--- config.mk ---
export PLATFORM = sky130hd
export DESIGN_NAME = vga_timing_gen
export DESIGN_NICKNAME = d
export VERILOG_FILES = /design/src/rtl/vga_timing_gen.sv
export SDC_FILE = /design/constraint.sdc
export NUM_CORES = 1
export LEC_CHECK = 0
export ABC_AREA = 0
export CAP_MARGIN = 10
export CORE_MARGIN = 2
export CORE_UTILIZATION = 54
export CTS_CLUSTER_DIAMETER = 80
export DETAILED_ROUTE_END_ITERATION = 12
export GPL_ROUTABILITY_DRIVEN = 1
export GPL_TIMING_DRIVEN = 0
export PLACE_DENSITY = 0.89
export SLEW_MARGIN = 20
export SYNTH_ARGS = -nofsm -noshare
export SYNTH_HDL_FRONTEND = slang
export SYNTH_SLANG_ARGS = --single-unit
--- constraint.sdc ---
create_clock -name clk -period 4.4 [get_ports clk]
set_input_delay 1.32 -clock clk [delete_from_list [all_inputs] [get_ports clk]]
set_output_delay 1.32 -clock clk [all_outputs]
set_load 0.02 [all_outputs]
--- src/rtl/vga_timing_gen.sv ---
// Purpose: 640x480@60 raster timing generator with sync/blank decode, colour gating and animation tick.
// Latency: hsync/vsync/display_on lag counter_H/V by PIPE_DELAY pixel ticks; colour_out lags by PIPE_DELAY+1.
// Backpressure: none; the raster free-runs and colour_in is consumed on every pixel tick.
// Ports: clk, reset (synchronous, active-high); colour_in from the frame buffer controller;
//        counter_H/counter_V to the frame buffer controller; hsync/vsync (active low), display_on,
//        colour_out to the VGA pins; frame_tick and anim_phase to the sprite logic.
// Optional: define VGA_TEST_PATTERN_EN to add input test_pattern, which swaps colour_in for a
//        40x40 checkerboard aligned to the 16x12 tile grid.
module vga_timing_gen #(
  parameter int H_ACTIVE    = 640,
  parameter int H_FP        = 16,
  parameter int H_SYNC      = 96,
  parameter int H_BP        = 48,
  parameter int V_ACTIVE    = 480,
  parameter int V_FP        = 10,
  parameter int V_SYNC      = 2,
  parameter int V_BP        = 33,
  parameter int CLK_DIV     = 1,
  parameter int PIPE_DELAY  = 1,
  parameter int ANIM_FRAMES = 30
) (
  input  logic       clk,
  input  logic       reset,
`ifdef VGA_TEST_PATTERN_EN
  input  logic       test_pattern,
`endif
  input  logic       colour_in,
  output logic [9:0] counter_H,
  output logic [9:0] counter_V,
  output logic       hsync,
  output logic       vsync,
  output logic       display_on,
  output logic       colour_out,
  output logic       frame_tick,
  output logic       anim_phase
);

  localparam int H_TOTAL  = H_ACTIVE + H_FP + H_SYNC + H_BP;
  localparam int V_TOTAL  = V_ACTIVE + V_FP + V_SYNC + V_BP;
  localparam int HS_START = H_ACTIVE + H_FP;
  localparam int HS_END   = HS_START + H_SYNC;
  localparam int VS_START = V_ACTIVE + V_FP;
  localparam int VS_END   = VS_START + V_SYNC;
  localparam int DIV_W    = (CLK_DIV > 1) ? $clog2(CLK_DIV) : 1;
  localparam int ANIM_W   = (ANIM_FRAMES > 1) ? $clog2(ANIM_FRAMES) : 1;

  // Counters are 10 bits wide; anything that cannot be counted in them is rejected at elaboration.
  generate
    if (H_TOTAL > 1024 || V_TOTAL > 1024 || PIPE_DELAY < 1 || PIPE_DELAY > 4 ||
        CLK_DIV < 1 || ANIM_FRAMES < 1) begin : g_bad_params
      $error("vga_timing_gen: illegal parameter combination");
    end
  endgenerate

  // Pixel-rate enable
  logic [DIV_W-1:0] div_cnt;
  logic             pix_en;

  assign pix_en = (div_cnt == DIV_W'(CLK_DIV - 1));

  always_ff @(posedge clk) begin
    if (reset) begin
      div_cnt <= '0;
    end else if (pix_en) begin
      div_cnt <= '0;
    end else begin
      div_cnt <= div_cnt + 1'b1;
    end
  end

  // Raster counters
  logic h_last;
  logic v_last;

  assign h_last = (counter_H == 10'(H_TOTAL - 1));
  assign v_last = (counter_V == 10'(V_TOTAL - 1));

  always_ff @(posedge clk) begin
    if (reset) begin
      counter_H <= '0;
      counter_V <= '0;
    end else if (pix_en) begin
      if (h_last) begin
        counter_H <= '0;
        counter_V <= v_last ? 10'd0 : counter_V + 10'd1;
      end else begin
        counter_H <= counter_H + 10'd1;
      end
    end
  end

  // Raw decode; compared as int so a sync end of exactly 1024 does not alias to 0.
  logic hs_raw;
  logic vs_raw;
  logic de_raw;

  assign hs_raw = !((int'(counter_H) >= HS_START) && (int'(counter_H) < HS_END));
  assign vs_raw = !((int'(counter_V) >= VS_START) && (int'(counter_V) < VS_END));
  assign de_raw = (int'(counter_H) < H_ACTIVE) && (int'(counter_V) < V_ACTIVE);

  // Delay line aligning sync/blank with the frame buffer read latency; bit 0 is the newest stage.
  logic [PIPE_DELAY-1:0] hs_pipe;
  logic [PIPE_DELAY-1:0] vs_pipe;
  logic [PIPE_DELAY-1:0] de_pipe;

  always_ff @(posedge clk) begin
    if (reset) begin
      hs_pipe <= '1;
      vs_pipe <= '1;
      de_pipe <= '0;
    end else if (pix_en) begin
      hs_pipe <= PIPE_DELAY'({hs_pipe, hs_raw});
      vs_pipe <= PIPE_DELAY'({vs_pipe, vs_raw});
      de_pipe <= PIPE_DELAY'({de_pipe, de_raw});
    end
  end

  assign hsync      = hs_pipe[PIPE_DELAY-1];
  assign vsync      = vs_pipe[PIPE_DELAY-1];
  assign display_on = de_pipe[PIPE_DELAY-1];

  // Colour source
  logic colour_sel;

`ifdef VGA_TEST_PATTERN_EN
  logic [5:0]            px_in_tile;
  logic [3:0]            tile_col;
  logic [5:0]            line_in_tile;
  logic [3:0]            tile_row;
  logic [PIPE_DELAY-1:0] tp_pipe;
  logic                  tp_raw;

  // Tile counters shadow counter_H/V; tile_col simply wraps in the blanked region beyond column 15.
  assign tp_raw = tile_col[0] ^ tile_row[0];

  always_ff @(posedge clk) begin
    if (reset) begin
      px_in_tile   <= '0;
      tile_col     <= '0;
      line_in_tile <= '0;
      tile_row     <= '0;
      tp_pipe      <= '0;
    end else if (pix_en) begin
      tp_pipe <= PIPE_DELAY'({tp_pipe, tp_raw});
      if (h_last) begin
        px_in_tile <= '0;
        tile_col   <= '0;
        if (v_last) begin
          line_in_tile <= '0;
          tile_row     <= '0;
        end else if (line_in_tile == 6'd39) begin
          line_in_tile <= '0;
          tile_row     <= (tile_row == 4'd11) ? 4'd0 : tile_row + 4'd1;
        end else begin
          line_in_tile <= line_in_tile + 6'd1;
        end
      end else if (px_in_tile == 6'd39) begin
        px_in_tile <= '0;
        tile_col   <= tile_col + 4'd1;
      end else begin
        px_in_tile <= px_in_tile + 6'd1;
      end
    end
  end

  assign colour_sel = test_pattern ? tp_pipe[PIPE_DELAY-1] : colour_in;
`else
  assign colour_sel = colour_in;
`endif

  // Colour gating, frame tick and animation phase
  logic [ANIM_W-1:0] frame_cnt;

  always_ff @(posedge clk) begin
    if (reset) begin
      colour_out <= 1'b0;
      frame_tick <= 1'b0;
      frame_cnt  <= '0;
      anim_phase <= 1'b0;
    end else begin
      frame_tick <= pix_en && h_last && v_last;
      if (pix_en) begin
        colour_out <= colour_sel & display_on;
      end
      if (frame_tick) begin
        if (frame_cnt == ANIM_W'(ANIM_FRAMES - 1)) begin
          frame_cnt  <= '0;
          anim_phase <= ~anim_phase;
        end else begin
          frame_cnt <= frame_cnt + 1'b1;
        end
      end
    end
  end

endmodule
; Yosys cells after proc, flatten, opt, wreduce, memory -nomap -nowiden
; Index checks and enable logic that the tools add are counted.
[totals]
ff_bits = 32
inputBits = 3
output_inout_bits = 26
word_cells = 39
[classes]
addsub = 4
order_cmp = 6
eq_ne = 3
n_mux = 3
bitwise_logic = 3
reduce_logical = 10
[op_table]
columns = cell, n
row1 = $add A10 B1 Y10 const B, 2
row2 = $eq A10 B10 Y1 const B, 2
row3 = $lt A10 B10 Y1 const B, 2
row4 = $lt A10 B9 Y1 const B, 2
row5 = $mux W10, 2
row6 = $ge A10 B10 Y1 const B, 1
row7 = $ge A10 B9 Y1 const B, 1
row8 = $add A5 B1 Y5 const B, 1
row9 = $eq A5 B5 Y1 const B, 1
row10 = $logic_and A1 B1 Y1, 5
row11 = $mux W5, 1
row12 = $reduce_and A2 Y1, 2
row13 = $logic_not A1 Y1, 2
row14 = $not A1 Y1, 2
row15 = $reduce_or A2 Y1, 1
row16 = $add A1 B1 Y1 const B, 1
row17 = $and A1 B1 Y1, 1

; Longest topological paths before layout
[depth]
depth_word = 3
mapped_depth = 7
ltp_nobuf = 6

; Least setup slack after synthesis
; OpenSTA, ideal clock, no wires.
[synth_path]
path_type = input to register
startpoint = input port reset
endpoint = register counter_V[0]
t_arrival_ns = 1.901
t_required_ns = 4.283
slack_ns = 2.382
stages = 4
n_path_buf = 2
path_cell_list = clkbuf_1 a31o_2 buf_2 nor2_1
[synth_lines]
columns = element, line
row1 = from (decl), 23  ; input logic reset,
row2 = to (signal assigned), 85  ; counter_V <= v_last ? 10'd0 : counter_V + 10'd1;
row3 = to (decl), 29  ; output logic [9:0] counter_V,

; Worst setup path after layout
[layout_path]
startpoint = register counter_H[7]
endpoint = output port counter_H[7]
[layout_lines]
columns = element, line
row1 = from (decl), 28  ; output logic [9:0] counter_H,
row2 = from (signal assigned), 87  ; counter_H <= counter_H + 10'd1;
; No word-level cell between the ends.

==> results.yml <==
place:
  hpwl_um: 2440
  port_buffers: 28
  place_ws_ps: 1690
  gp_congestion: 0.825
  place_area_sq_um: 1830
synthesis:
  synth_top_flop_cell: "dfxtp_1"
  synthesis.nets: 183
  synth_top_area_share_pct: 42.3
  synthXorXnorAreaFrac_pct: 8.68
  synthAdderAreaFrac_pct: 5.79
  yosysTopAreaCell: "dfxtp_1"
  synth-edff-count: 0
  synthMuxAreaShare_pct: 0.661
  synth_cell_types: 35
  syn_area_per_cell_sq_um: 8.75
  async_flop_share_pct: 0
  postSynthCellCount: 173
  synth_top_family_by_area: "simple AND/OR/NAND/NOR gates"
  synth_seq_cells: 32
  yosys.area_share.simple_pct: 29.2
  ys_seq_area_share_pct: 42.3
  synth-compound-area-share_pct: 9.59
  yosysWarnings: 0
  syn_area_sq_um: 1510
  ys_top_cells_by_area: "dfxtp_1, ha_1, nor2_1"
final_layout:
  n_antenna_cell: 0
  mostFrequentLayoutCell: "dfxtp_1"
  layout-drive-gt1-share_pct: 4.78
  design_area_sq_um: 1890
  layout_common_cells: "dfxtp_1, clkdlybuf4s50_1, nor2_1"
  nets: 218
  syn_to_final_growth_pct: 25.0
cts:
  root_buffer: "clkbuf_4"
  clkTransAtPathRegs_ps: 90
  cts-htree-levels: 2
  cts_buffer_depth: 2
  ctsResizeCount: 0
  post_cts_buffers: 0
  clk_latency_ps: 330
  numCtsBuffers: 5
  clock_sinks: 32
  cts_tree: "done"
  cts_hold_buf: 0
outcome:
  status: "finished, final reports clean"
floorplanning:
  die_h_um: 57.0
  ios: 29
  placeableCoreArea_sq_um: 2710
  rows: 19
  die_x_um: 57.0
  initial_core_util_pct: 55.9
  die_area_sq_um: 3240
setup_path:
  crit_arrival_ps: 1500
  startpoint: "counter_H[7]"
  path_max_fanout: 9
  r2r-start: "counter_H[0]"
  cp_top_family: "buffers and inverters"
  cp_slowest_cell: "clkdlybuf4s50_1"
  r2r_end: "counter_V[7]"
  worst-path-buf-inv: 1
  reg2regPathDepth: 4
  regToRegSetupSlack_ps: 2580
  cp-start-kind: "register"
  cp.required_ps: 3080
  path_class: "register to primary output"
  cpPeakStageDelay_ps: 670
  crit_chain: "clkdlybuf4s50_1"
  endpoint_kind: "primary output"
job:
  maxCapViolCount: 0
hold_path:
  whs_endpoint: "frame_cnt[4]"
  worstHoldStart: "frame_cnt[4]"
  hp-class: "register to register"
  hold_path_depth: 2
routing:
  firstDrtPassIters: 5
  routed_wl_um: 3380
  antenna_left: 0
  routedWlPerCell_um: 14.1
  drt_first_iter_violations: 65
  drc: 0
  vias_per_cell: 5.77
  vias: 1384
global_route:
  grt_usage_pct: 22.0
  grt.overflow.total: 0
  grt_antenna_before_repair: 0
  grt_pass1_wl_um: 5460
  first_global_vias: 1259
  grt_max_degree: 11
sta:
  rsz0062_at_grt: "no"
  hold_slack_ps: 527
  fin_setup_tns_ps: 0
  final.setup_skew_ps: 5.33
  period_minus_slack_ps: 2820
  finalHoldViolations: 0
  fin_crit_sh_pct: 64.2
  report.final.slew_viol_count: 0
  setup_ws_ps: 1580
  clock.fmax_mhz: 354
  setup_viol: 0
power:
  leakage_nw: 0.688
  max-vdd-ir-drop_mv: 0.264
  p_total_w: 0.000499
  power_density_nw_per_um2: 264
[cell usage after synthesis, types with 2 or more instances]
cell type	number
dfxtp_1	32
nor2_1	23
nand2_1	11
a21oi_1	10
xor2_1	9
nand3_1	8
o21ai_0	8
ha_1	7
inv_1	6
nor3_1	6
or3_1	6
xnor2_1	6
and3_1	4
nand4_1	4
nor2b_1	4
and4b_1	3
clkbuf_1	3
nand2b_1	2
nand4b_1	2
o21bai_1	2
o31ai_1	2
or4_1	2
[cells by family after synthesis]
group	after synthesis
AO/OA/AOI/OAI	25
XOR/XNOR	15
adder cells (fa/ha/maj)	7
buffers and inverters	12
flip-flops	32
multiplexers	1
other	1
AND/OR/NAND/NOR	80
[layout make-up]
class | count | area [sq um]
flip-flops and latches | 32 | 641
multi-input cells | 129 | 820
fillers | 209 | 818
inverters | 6 | 22.5
repair buffers | 28 | 280
clock buffers | 8 | 58.8
plain buffers | 6 | 31.3
well taps | 31 | 38.8
[metrics by stage]
step	std cells	util [%]
floorplan	173	-
global placement	232	67.6
detailed placement	232	67.6
CTS	240	69.8
global route	240	69.8
finish	240	69.8
[flip-flops by register name, summed over array words and instances (netlist names)]
register and cells:
anim_phase 1, display_on 1, div_cnt 1, frame_cnt 5
frame_tick 1, counter_H 10, counter_V 10, hsync 1
colour_out 1, vsync 1
[worst reg2reg max path, delay by kind of cell (launching register included)]
kind	cells	cell delay, ps
AO/OA/AOI/OAI	1	190
adder cells (fa/ha/maj)	1	360
flip-flops	1	450
AND/OR/NAND/NOR	2	740
[where the power goes]
group | switching [W] | internal, W
logic | 0.0000155 | 0.0000124
registers | 0.00000461 | 0.000293
clock network | 0.0000949 | 0.0000787
total | 0.000115 | 0.000384
[per-layer routing]
metal	part of all wire, %	global-route usage (%)	wire length [um]
met2	50	37.9	1690
met1	43	24.7	1450
met3	5.4	7.48	181
met4	1.9	9.63	64
met5	0	0	0
[worst max path at each step]
stage / end / cells past startpoint
2_1_floorplan: counter_V[0] / 4
5_1_grt: counter_H[6] / 1
3_3_place_gp: counter_V[0] / 5
4_1_cts: counter_H[7] / 1
6_report: counter_H[7] / 1
3_5_place_dp: counter_V[7] / 5
Note: power is estimated with default switching activity, not from simulation.
